[src/rtl/pll_lock_supervisor.sv]
// pll_lock_supervisor: sequences the PLL reset, waits for a stable lock and only then releases
// the system reset. Lock loss from RUN drops the system reset and re-enters acquisition; a lock
// timeout retries the PLL reset, and once the retry budget is spent the block parks in a sticky
// failure state until rst_n.
//
// Ports:
//   clk_tb     supervisor clock, free-running and independent of the PLL outputs
//   rst_n      asynchronous active-low reset
//   pll_lock   raw PLL lock, asynchronous to clk_tb
//   pll_rst    PLL reset, active high
//   sys_rst_n  system reset for the PLL clock consumers, active low, high only in RUN
//   lock_ok    high while in RUN
//   loss_evt   one-cycle pulse when lock is lost from RUN
//   loss_cnt   saturating count of loss-of-lock events
//   retry_cnt  PLL reset retries since the last RUN entry
//   err        sticky failure flag
module pll_lock_supervisor #(
  parameter int unsigned RST_PULSE_CYC   = 16,
  parameter int unsigned LOCK_TIMEOUT    = 4096,
  parameter int unsigned LOCK_STABLE_CYC = 64,
  parameter int unsigned MAX_RETRY       = 3,
  parameter int unsigned CNT_W           = 8,
  localparam int unsigned RETRY_W        = (MAX_RETRY > 0) ? $clog2(MAX_RETRY + 1) : 1
) (
  input  logic               clk_tb,
  input  logic               rst_n,
  input  logic               pll_lock,
  output logic               pll_rst,
  output logic               sys_rst_n,
  output logic               lock_ok,
  output logic               loss_evt,
  output logic [CNT_W-1:0]   loss_cnt,
  output logic [RETRY_W-1:0] retry_cnt,
  output logic               err
);

  localparam int unsigned MaxA   = (RST_PULSE_CYC > LOCK_TIMEOUT) ? RST_PULSE_CYC : LOCK_TIMEOUT;
  localparam int unsigned MaxCyc = (MaxA > LOCK_STABLE_CYC) ? MaxA : LOCK_STABLE_CYC;
  localparam int unsigned CntW   = ($clog2(MaxCyc) < 1) ? 1 : $clog2(MaxCyc);

  localparam logic [CntW-1:0] RstLast     = CntW'(RST_PULSE_CYC - 1);
  localparam logic [CntW-1:0] TimeoutLast = CntW'(LOCK_TIMEOUT - 1);
  // The WAIT_LOCK cycle that first sees lock_s high is the first of the stable cycles, so STABLE
  // itself only needs LOCK_STABLE_CYC-1 more.
  localparam logic [CntW-1:0] StableLast  =
      CntW'((LOCK_STABLE_CYC >= 2) ? (LOCK_STABLE_CYC - 2) : 0);
  localparam logic [RETRY_W-1:0] RetryMax = RETRY_W'(MAX_RETRY);

  typedef enum logic [2:0] {
    StRstPll,
    StWaitLock,
    StStable,
    StRun,
    StFail
  } state_e;

  state_e              state_q, state_d;
  logic [CntW-1:0]     cnt_q, cnt_d;
  logic [RETRY_W-1:0]  retry_q, retry_d;
  logic [CNT_W-1:0]    loss_cnt_q, loss_cnt_d;
  logic                loss_evt_d;
  logic [1:0]          sync_q;
  logic                lock_s;
  logic                pll_rst_q, sys_rst_n_q, lock_ok_q, loss_evt_q, err_q;

  // Two-flop synchronizer for the asynchronous lock input.
  always_ff @(posedge clk_tb or negedge rst_n) begin
    if (!rst_n) begin
      sync_q <= 2'b00;
    end else begin
      sync_q <= {sync_q[0], pll_lock};
    end
  end

  assign lock_s = sync_q[1];

  always_comb begin
    state_d    = state_q;
    cnt_d      = cnt_q;
    retry_d    = retry_q;
    loss_cnt_d = loss_cnt_q;
    loss_evt_d = 1'b0;

    unique case (state_q)
      StRstPll: begin
        cnt_d = cnt_q + 1'b1;
        if (cnt_q == RstLast) begin
          state_d = StWaitLock;
        end
      end
      StWaitLock: begin
        cnt_d = cnt_q + 1'b1;
        if (lock_s) begin
          if (LOCK_STABLE_CYC < 2) begin
            state_d = StRun;
          end else begin
            state_d = StStable;
          end
        end else if (cnt_q == TimeoutLast) begin
          if (retry_q == RetryMax) begin
            state_d = StFail;
          end else begin
            retry_d = retry_q + 1'b1;
            state_d = StRstPll;
          end
        end
      end
      StStable: begin
        cnt_d = cnt_q + 1'b1;
        if (!lock_s) begin
          state_d = StWaitLock;
        end else if (cnt_q == StableLast) begin
          state_d = StRun;
        end
      end
      StRun: begin
        if (!lock_s) begin
          state_d    = StWaitLock;
          loss_evt_d = 1'b1;
          if (loss_cnt_q != '1) begin
            loss_cnt_d = loss_cnt_q + 1'b1;
          end
        end
      end
      StFail: begin
        // Terminal; only rst_n leaves this state.
      end
      default: begin
        state_d = StRstPll;
      end
    endcase

    if (state_d != state_q) begin
      cnt_d = '0;
    end
    if ((state_d == StRun) && (state_q != StRun)) begin
      retry_d = '0;
    end
  end

  always_ff @(posedge clk_tb or negedge rst_n) begin
    if (!rst_n) begin
      state_q    <= StRstPll;
      cnt_q      <= '0;
      retry_q    <= '0;
      loss_cnt_q <= '0;
    end else begin
      state_q    <= state_d;
      cnt_q      <= cnt_d;
      retry_q    <= retry_d;
      loss_cnt_q <= loss_cnt_d;
    end
  end

  // Outputs are registered from the next state so they toggle cleanly on the same edge the state
  // changes, with no decode glitches.
  always_ff @(posedge clk_tb or negedge rst_n) begin
    if (!rst_n) begin
      pll_rst_q   <= 1'b1;
      sys_rst_n_q <= 1'b0;
      lock_ok_q   <= 1'b0;
      loss_evt_q  <= 1'b0;
      err_q       <= 1'b0;
    end else begin
      pll_rst_q   <= (state_d == StRstPll);
      sys_rst_n_q <= (state_d == StRun);
      lock_ok_q   <= (state_d == StRun);
      loss_evt_q  <= loss_evt_d;
      err_q       <= (state_d == StFail);
    end
  end

  assign pll_rst   = pll_rst_q;
  assign sys_rst_n = sys_rst_n_q;
  assign lock_ok   = lock_ok_q;
  assign loss_evt  = loss_evt_q;
  assign loss_cnt  = loss_cnt_q;
  assign retry_cnt = retry_q;
  assign err       = err_q;

endmodule

[config.mk]
export PLATFORM = sky130hd
export DESIGN_NAME = pll_lock_supervisor
export DESIGN_NICKNAME = d
export VERILOG_FILES = /design/src/rtl/pll_lock_supervisor.sv
export SDC_FILE = /design/constraint.sdc
export NUM_CORES = 1
export LEC_CHECK = 0
export ABC_AREA = 1
export ABC_CLOCK_PERIOD_IN_PS = 2150
export BUFFER_PORTS_ARGS = -buffer_cell sky130_fd_sc_hd__buf_2
export CORE_MARGIN = 2
export CORE_UTILIZATION = 25
export DETAILED_ROUTE_END_ITERATION = 8
export GPL_TIMING_DRIVEN = 0
export SETUP_SLACK_MARGIN = 0.4
export SYNTH_ARGS = -nofsm -noshare
export SYNTH_HDL_FRONTEND = slang
export SYNTH_SLANG_ARGS = --single-unit
[constraint.sdc]
create_clock -name clk_tb -period 2.15 [get_ports clk_tb]
set_clock_uncertainty 0.05 [all_clocks]
set_input_delay 0.1075 -clock clk_tb [delete_from_list [all_inputs] [get_ports clk_tb]]
set_output_delay 0.1075 -clock clk_tb [all_outputs]
set_load 0.02 [all_outputs]
== After elaboration in Yosys (flattened, before gate mapping) ==
Cells that the tools add are included.

* Flip-flop bits (word level): 31
* Latch bits: 0
* Bits in writable memories: 0
* ROM bits: 0
* Bits of input ports: 3
* Output and inout bits: 15
* Logic and storage cells: 54
* Memories kept: 0

* Add/sub/neg operators: 3
* Multipliers: 0
* Divide/modulo/power cells: 0
* Magnitude comparators: 0
* Equal/unequal tests: 15
* Shift operators: 0
* Muxes and demuxes: 17
* Bitwise logic cells: 1
* Reductions and logical operators: 9

{| class="wikitable"
|+ Operators with widths
! kind !! number
|-
| $mux 12 || 2
|-
| $mux 3 || 7
|-
| $pmux 3 s5 || 1
|-
| $add 12x1->12 const B || 1
|-
| $eq 12x12->1 const B || 1
|-
| $eq 12x4->1 const B || 1
|-
| $eq 12x6->1 const B || 1
|-
| $mux 2 || 5
|-
| $eq 3x2->1 const B || 3
|-
| $add 8x1->8 const B || 1
|-
| $ne 8x8->1 const B || 1
|-
| $eq 3x3->1 const B || 2
|-
| $logic_not 3->1 || 2
|-
| $reduce_bool 2->1 || 3
|-
| $ne 2x1->1 const B || 2
|-
| $reduce_and 4->1 || 1
|-
| $eq 3x1->1 const B || 1
|-
| $ne 3x2->1 const B || 1
|-
| $ne 3x3->1 || 1
|-
| $reduce_and 3->1 || 1
|-
| $reduce_or 3->1 || 1
|-
| $add 2x1->2 const B || 1
|-
| $eq 2x2->1 const B || 1
|-
| $mux 1 || 2
|-
| 2 further kinds || 2
|}

== Logic depth before layout (Yosys ltp) ==
* Word-level depth: 9
* Gate-level depth with buffers: 13
* Depth with buffers taken out: 12

== Least setup slack after synthesis ==
OpenSTA, ideal clock, no wires.

* Kind: reg2reg
* Start point: register cnt_q[0]
* End point: register cnt_q[7]
* Library setup time: 0.121 ns
* Data arrival time: 1.426 ns
* Required time: 1.979 ns
* Path slack: 0.553 ns
* Cell stages (with the launch flop): 14
* Buffers on the path: 1
* Clock period less this slack: 1.597 ns
* Cells stage by stage: dfrtp_1 ha_1 inv_1 nor2_1 nand3_2 nand2_2 inv_2 nor2_4 nand2_2 nand2_1 nand2_2 nand2_4 buf_6 nor2_2

* Cells in the longest elaborated chain, start to end: 6
* Elaborated cells on any way between the ends: 14
* Classes of those cells: add/sub: 1; eq/ne: 4; mux: 8; reduce/logical: 1

{| class="wikitable"
|+ Ends and longest elaborated chain
! element !! line !! RTL
|-
| start, declared || 58 || <nowiki>logic [CntW-1:0] cnt_q, cnt_d;</nowiki>
|-
| start signal, assigned || 149 || <nowiki>cnt_q <= cnt_d;</nowiki>
|-
| $eq 12x6->1 or $eq 12x12->1 (tied branches) || 112, 99 ||
|-
| $mux 3, on equally long branches || 112, 99 ||
|-
| $mux 3, on equally long branches || 110, 93 ||
|-
| $pmux 3 s5 * || 84 || <nowiki>unique case (state_q)</nowiki>
|-
| named net state_d[0] || 57 || <nowiki>state_e state_q, state_d;</nowiki>
|-
| $ne 3x3->1 * || 133 || <nowiki>if (state_d != state_q) begin</nowiki>
|-
| $mux 12 or $reduce_bool 2->1 (tied branches) || -- ||
|}

The timed path passes the listed nets; every way through them passes the cells marked *. The select of a mux whose other input is x is not followed.
A chain may end at the register's enable or synchronous reset.

== Final worst setup path ==
* Start point: register cnt_q[1]
* End point: register cnt_q[8]

Same word-level chain as after synthesis.

==> results list <==
* Endpoint arrival time on the critical path: 1840 ps
- Once placement finished, the instance area stood at 0.00183 mm2.
- Total number of yosys warnings: 0
* Combined area of all synthesized cells: 0.00164 mm2
- Across every metal layer, demand over resource in global routing totals 0.0939.
- After the first detailed-routing iteration, the DRC count stood at 71.
- Counting flops with a built-in enable in the synthesized netlist gives 0.
- The number of antenna diodes in the final layout is 0.
- Final worst path period need: 1710 ps
* Final setup viols: 0
- The clock passes through at most 2 buffers.
- During placement, the flow inserted port buffers numbering 17.
- Critical Setup Path Class: register to register
- Clock tree synthesis selected as its root buffer the cell sky130_fd_sc_hd__clkbuf_8.
- Post-layout util: 0.327
- The worst setup path is captured at a register.
- Based on the critical path, the design can be clocked at up to 583 MHz.
- First-pass GRT wire length: 5430 um
* Post-Syn Instances: 185
- Drt drc: 0
- Routed Wire Length: 3090 um
- Worst-path cell with the longest stage delay: sky130_fd_sc_hd__dfrtp_1
- Reg2reg start: cnt_q[1]$_DFFE_PN0P_
* Most area-consuming cells after synthesis: sky130_fd_sc_hd__dfrtp_1 (46%), sky130_fd_sc_hd__nand2_1 (7.5%), sky130_fd_sc_hd__nor2_2 (5.3%)
- The number of pins exceeding their max-slew limit in the final report came to 0.
- Critical path's most frequent cell: sky130_fd_sc_hd__nand2_2
* Layout area overhead: 26.2%
- Measured slew at the worst slew-check pin: 678 ps
- The worst-case IR drop observed on VDD is 0.458 mV.
- Count of nets after finishing: 225
- Total count of hold-check failures in the final report: 0
- Setup repair after global routing missed its margin: yes
- Number of detailed-route iterations in the first pass: 4
- Count of max-cap constraint violations: 0
* Commonest non-fill, non-tap cell in the layout: sky130_fd_sc_hd__nand2_1
- Post-synthesis net count: 192
- FFs w/ async S/R, synth: 1.00
- TritonCTS clock tree: done
- Proportion of layout cells with a drive suffix above 1: 0.352
- The worst hold path was traced through 0 stages.
- Floorplan die height: 85.1 um
- Setup total negative slack on the finished layout was measured at 0 ps.
- Leakage power: 0.999 nW
* Area of all placed cells without fillers: 0.00207 mm2
- Congestion Overflow GR: 0
- The routed layout has 1256 vias.
- For the worst-skew pair, the clock arrives at the later sink with an insertion delay of 280 ps.
* Number of filler instances in the final layout: 631
* DP Wirelength: 2170 um
- Sequential cell area fraction in the yosys report: 0.473
- Site row count: 29
* DR vias/cell: 4.24
- Run status: complete, no violations
* Clock Sink Count: 31
- The initial antenna violation count is 0.
- Count of state elements after synthesis: 31
- Num CTS Buffers: 5
* Post-detailed-route count of antenna-violating nets: 0
- The share of synthesized area in the top cell type comes to 0.457.
- The die covers 0.00724 mm2.
- In this run the worst path has a maximum fanout of 5.
- sky130_fd_sc_hd__dfrtp_1 takes more of the synthesized area than any other cell.
- Dividing the final minimum period by the clock period gives 0.797.
- Critical path's largest stage delay: 380 ps
* Crit-path cells: ha_2 > inv_2 > nor2_4 > nand3_4 > nand2_2 > inv_2 > nor2_4 > nand2_2 > nand2_2 > nand2_2 > nand2_4 > clkbuf_16 > nor2_2
* Detailed-route wire length per cell: 10.4 um
- Data on the critical path is required at its endpoint by 2280 ps.
- The path class of the tightest hold or removal check is register to register.
* CTS H-tree lvls: 2
- In this run the tightest slew margin relative to its limit is 0.548.
- In this run the most critical hold path is launched from sync_q[0]$_DFF_PN0_.
- Core outline area: 0.00635 mm2
* Worst r2r dst: cnt_q[8]$_DFFE_PN0P_
- Placer Congestion: 0.763
- Power density over cell area: 965 mW/mm2
* Vias in the first global route: 1237
* Startpoint type of the worst setup path: register
* Pin count of the biggest net entering global routing: 32
- Reg-to-reg setup timing slack: 440 ps
* Cell Count, Final, Fillers Out: 296
- Number of distinct standard cells referenced by the synthesized netlist: 27
- Placed cells: 279
* Clock Pin Slew Worst Setup and Hold Paths: 70 ps
- Starting density of the core: 0.259
- The average instance in the mapped netlist occupies 8.89 um2.
- In the synthesized netlist the dominant register cell turns out to be sky130_fd_sc_hd__dfrtp_1.
- The path with the worst hold slack has its endpoint at sync_q[1]$_DFF_PN0_.
- Number of cells traversed by the worst register-to-register path: 13
- Die Width: 85.1 um
- During I/O placement, the number of pins put on the boundary was 18.
- Leaving out fill and tap cells, the most frequent cells in the layout are sky130_fd_sc_hd__nand2_1 (31), sky130_fd_sc_hd__dfrtp_1 (28), sky130_fd_sc_hd__inv_1 (20).
-- synth_stat cells, drive strengths merged (2+ instances only) --
library cell	n
nor3	3
nand3	11
nor2	40
xnor2	8
inv	23
o21ai	5
buf	2
nand4	4
nand2	39
dfrtp	30
xor2	10
ha	4
-- critical path: cells and delay by family (launching register included) --
family                   cells  cell delay (ps)
AND/OR/NAND/NOR              9              720
buffers and inverters        3              250
adder cells (fa/ha/maj)      1              210
flip-flops                   1              380
-- state kept, by name, indices dropped and copies added (netlist names) --
register	count
loss_cnt	8
sync_q	2
cnt_q	12
state_q	3
err	1
loss_evt	1
retry_cnt	2
pll_rst	1
lock_ok	1
-- cell type report --
cell class / count / area [um2] / share of cell area
well taps: 77 / 96.3 / 0.0464
plain buffers: 2 / 27.5 / 0.0133
multi-input cells: 129 / 797 / 0.384
flip-flops and latches: 31 / 779 / 0.376
clock buffers: 5 / 68.8 / 0.0332
clock inverters: 3 / 43.8 / 0.0211
repair buffers: 26 / 175 / 0.0844
inverters: 23 / 86.3 / 0.0416
-- per-layer routing --
metal | vias up | share of wire | GRT usage
met5 | - | 0 | 0
met4 | 0 | 0.017 | 0.0390
met3 | 6 | 0.051 | 0.0321
met2 | 25 | 0.45 | 0.151
met1 | 587 | 0.49 | 0.115
li1 | 638 | - | -
-- what timing repair did --
action	4_1_cts	5_1_grt
gates resized for setup	2	13
pin swaps	0	7
setup endpoints to repair	10	11
gates cloned	0	1
setup buffers	2	4
hold endpoints to repair	31	0
hold buffers	2	0
-- per-stage QoR --
stage,hold WS [ps],power [mW],setup slack (ps)
2_1_floorplan,-238,1.13,553
3_3_place_gp,141,1.24,372
3_5_place_dp,152,1.26,355
4_1_cts,305,1.91,411
5_1_grt,320,2.13,365
6_report,302,2.00,436
-- logic make-up (layout without fill, tap and decap cells) --
group	after synthesis	in the layout	share of synthesized area
AO/OA/AOI/OAI	7	7	0.0304
XOR/XNOR	18	18	0.0959
adder cells (fa/ha/maj)	4	4	0.0304
buffers and inverters	25	59	0.0639
flip-flops	31	31	0.473
multiplexers	1	1	0.00685
AND/OR/NAND/NOR	99	99	0.300
-- power by group --
part           internal [mW]  switching, mW  leakage [nW]  total [mW]
combinational          0.320          0.377         0.527       0.697
sequential             0.663         0.0665         0.414       0.730
clock                  0.345          0.230        0.0581       0.575
total                   1.33          0.673         0.999        2.00
-- worst max path at each step --
stage                                    start              endpoint  slack (ps)  cells after the start
final                     cnt_q[1]$_DFFE_PN0P_  cnt_q[8]$_DFFE_PN0P_         440                     13
after CTS                 cnt_q[0]$_DFFE_PN0P_  cnt_q[9]$_DFFE_PN0P_         410                     13
after detailed placement  cnt_q[0]$_DFFE_PN0P_  cnt_q[9]$_DFFE_PN0P_         360                     13
after global routing      cnt_q[0]$_DFFE_PN0P_  cnt_q[8]$_DFFE_PN0P_         360                     13
after floorplan           cnt_q[0]$_DFFE_PN0P_  cnt_q[7]$_DFFE_PN0P_         550                     13
after global placement    cnt_q[0]$_DFFE_PN0P_  cnt_q[4]$_DFFE_PN0P_         370                     13
No activity file was read; power rests on OpenSTA's default activity.
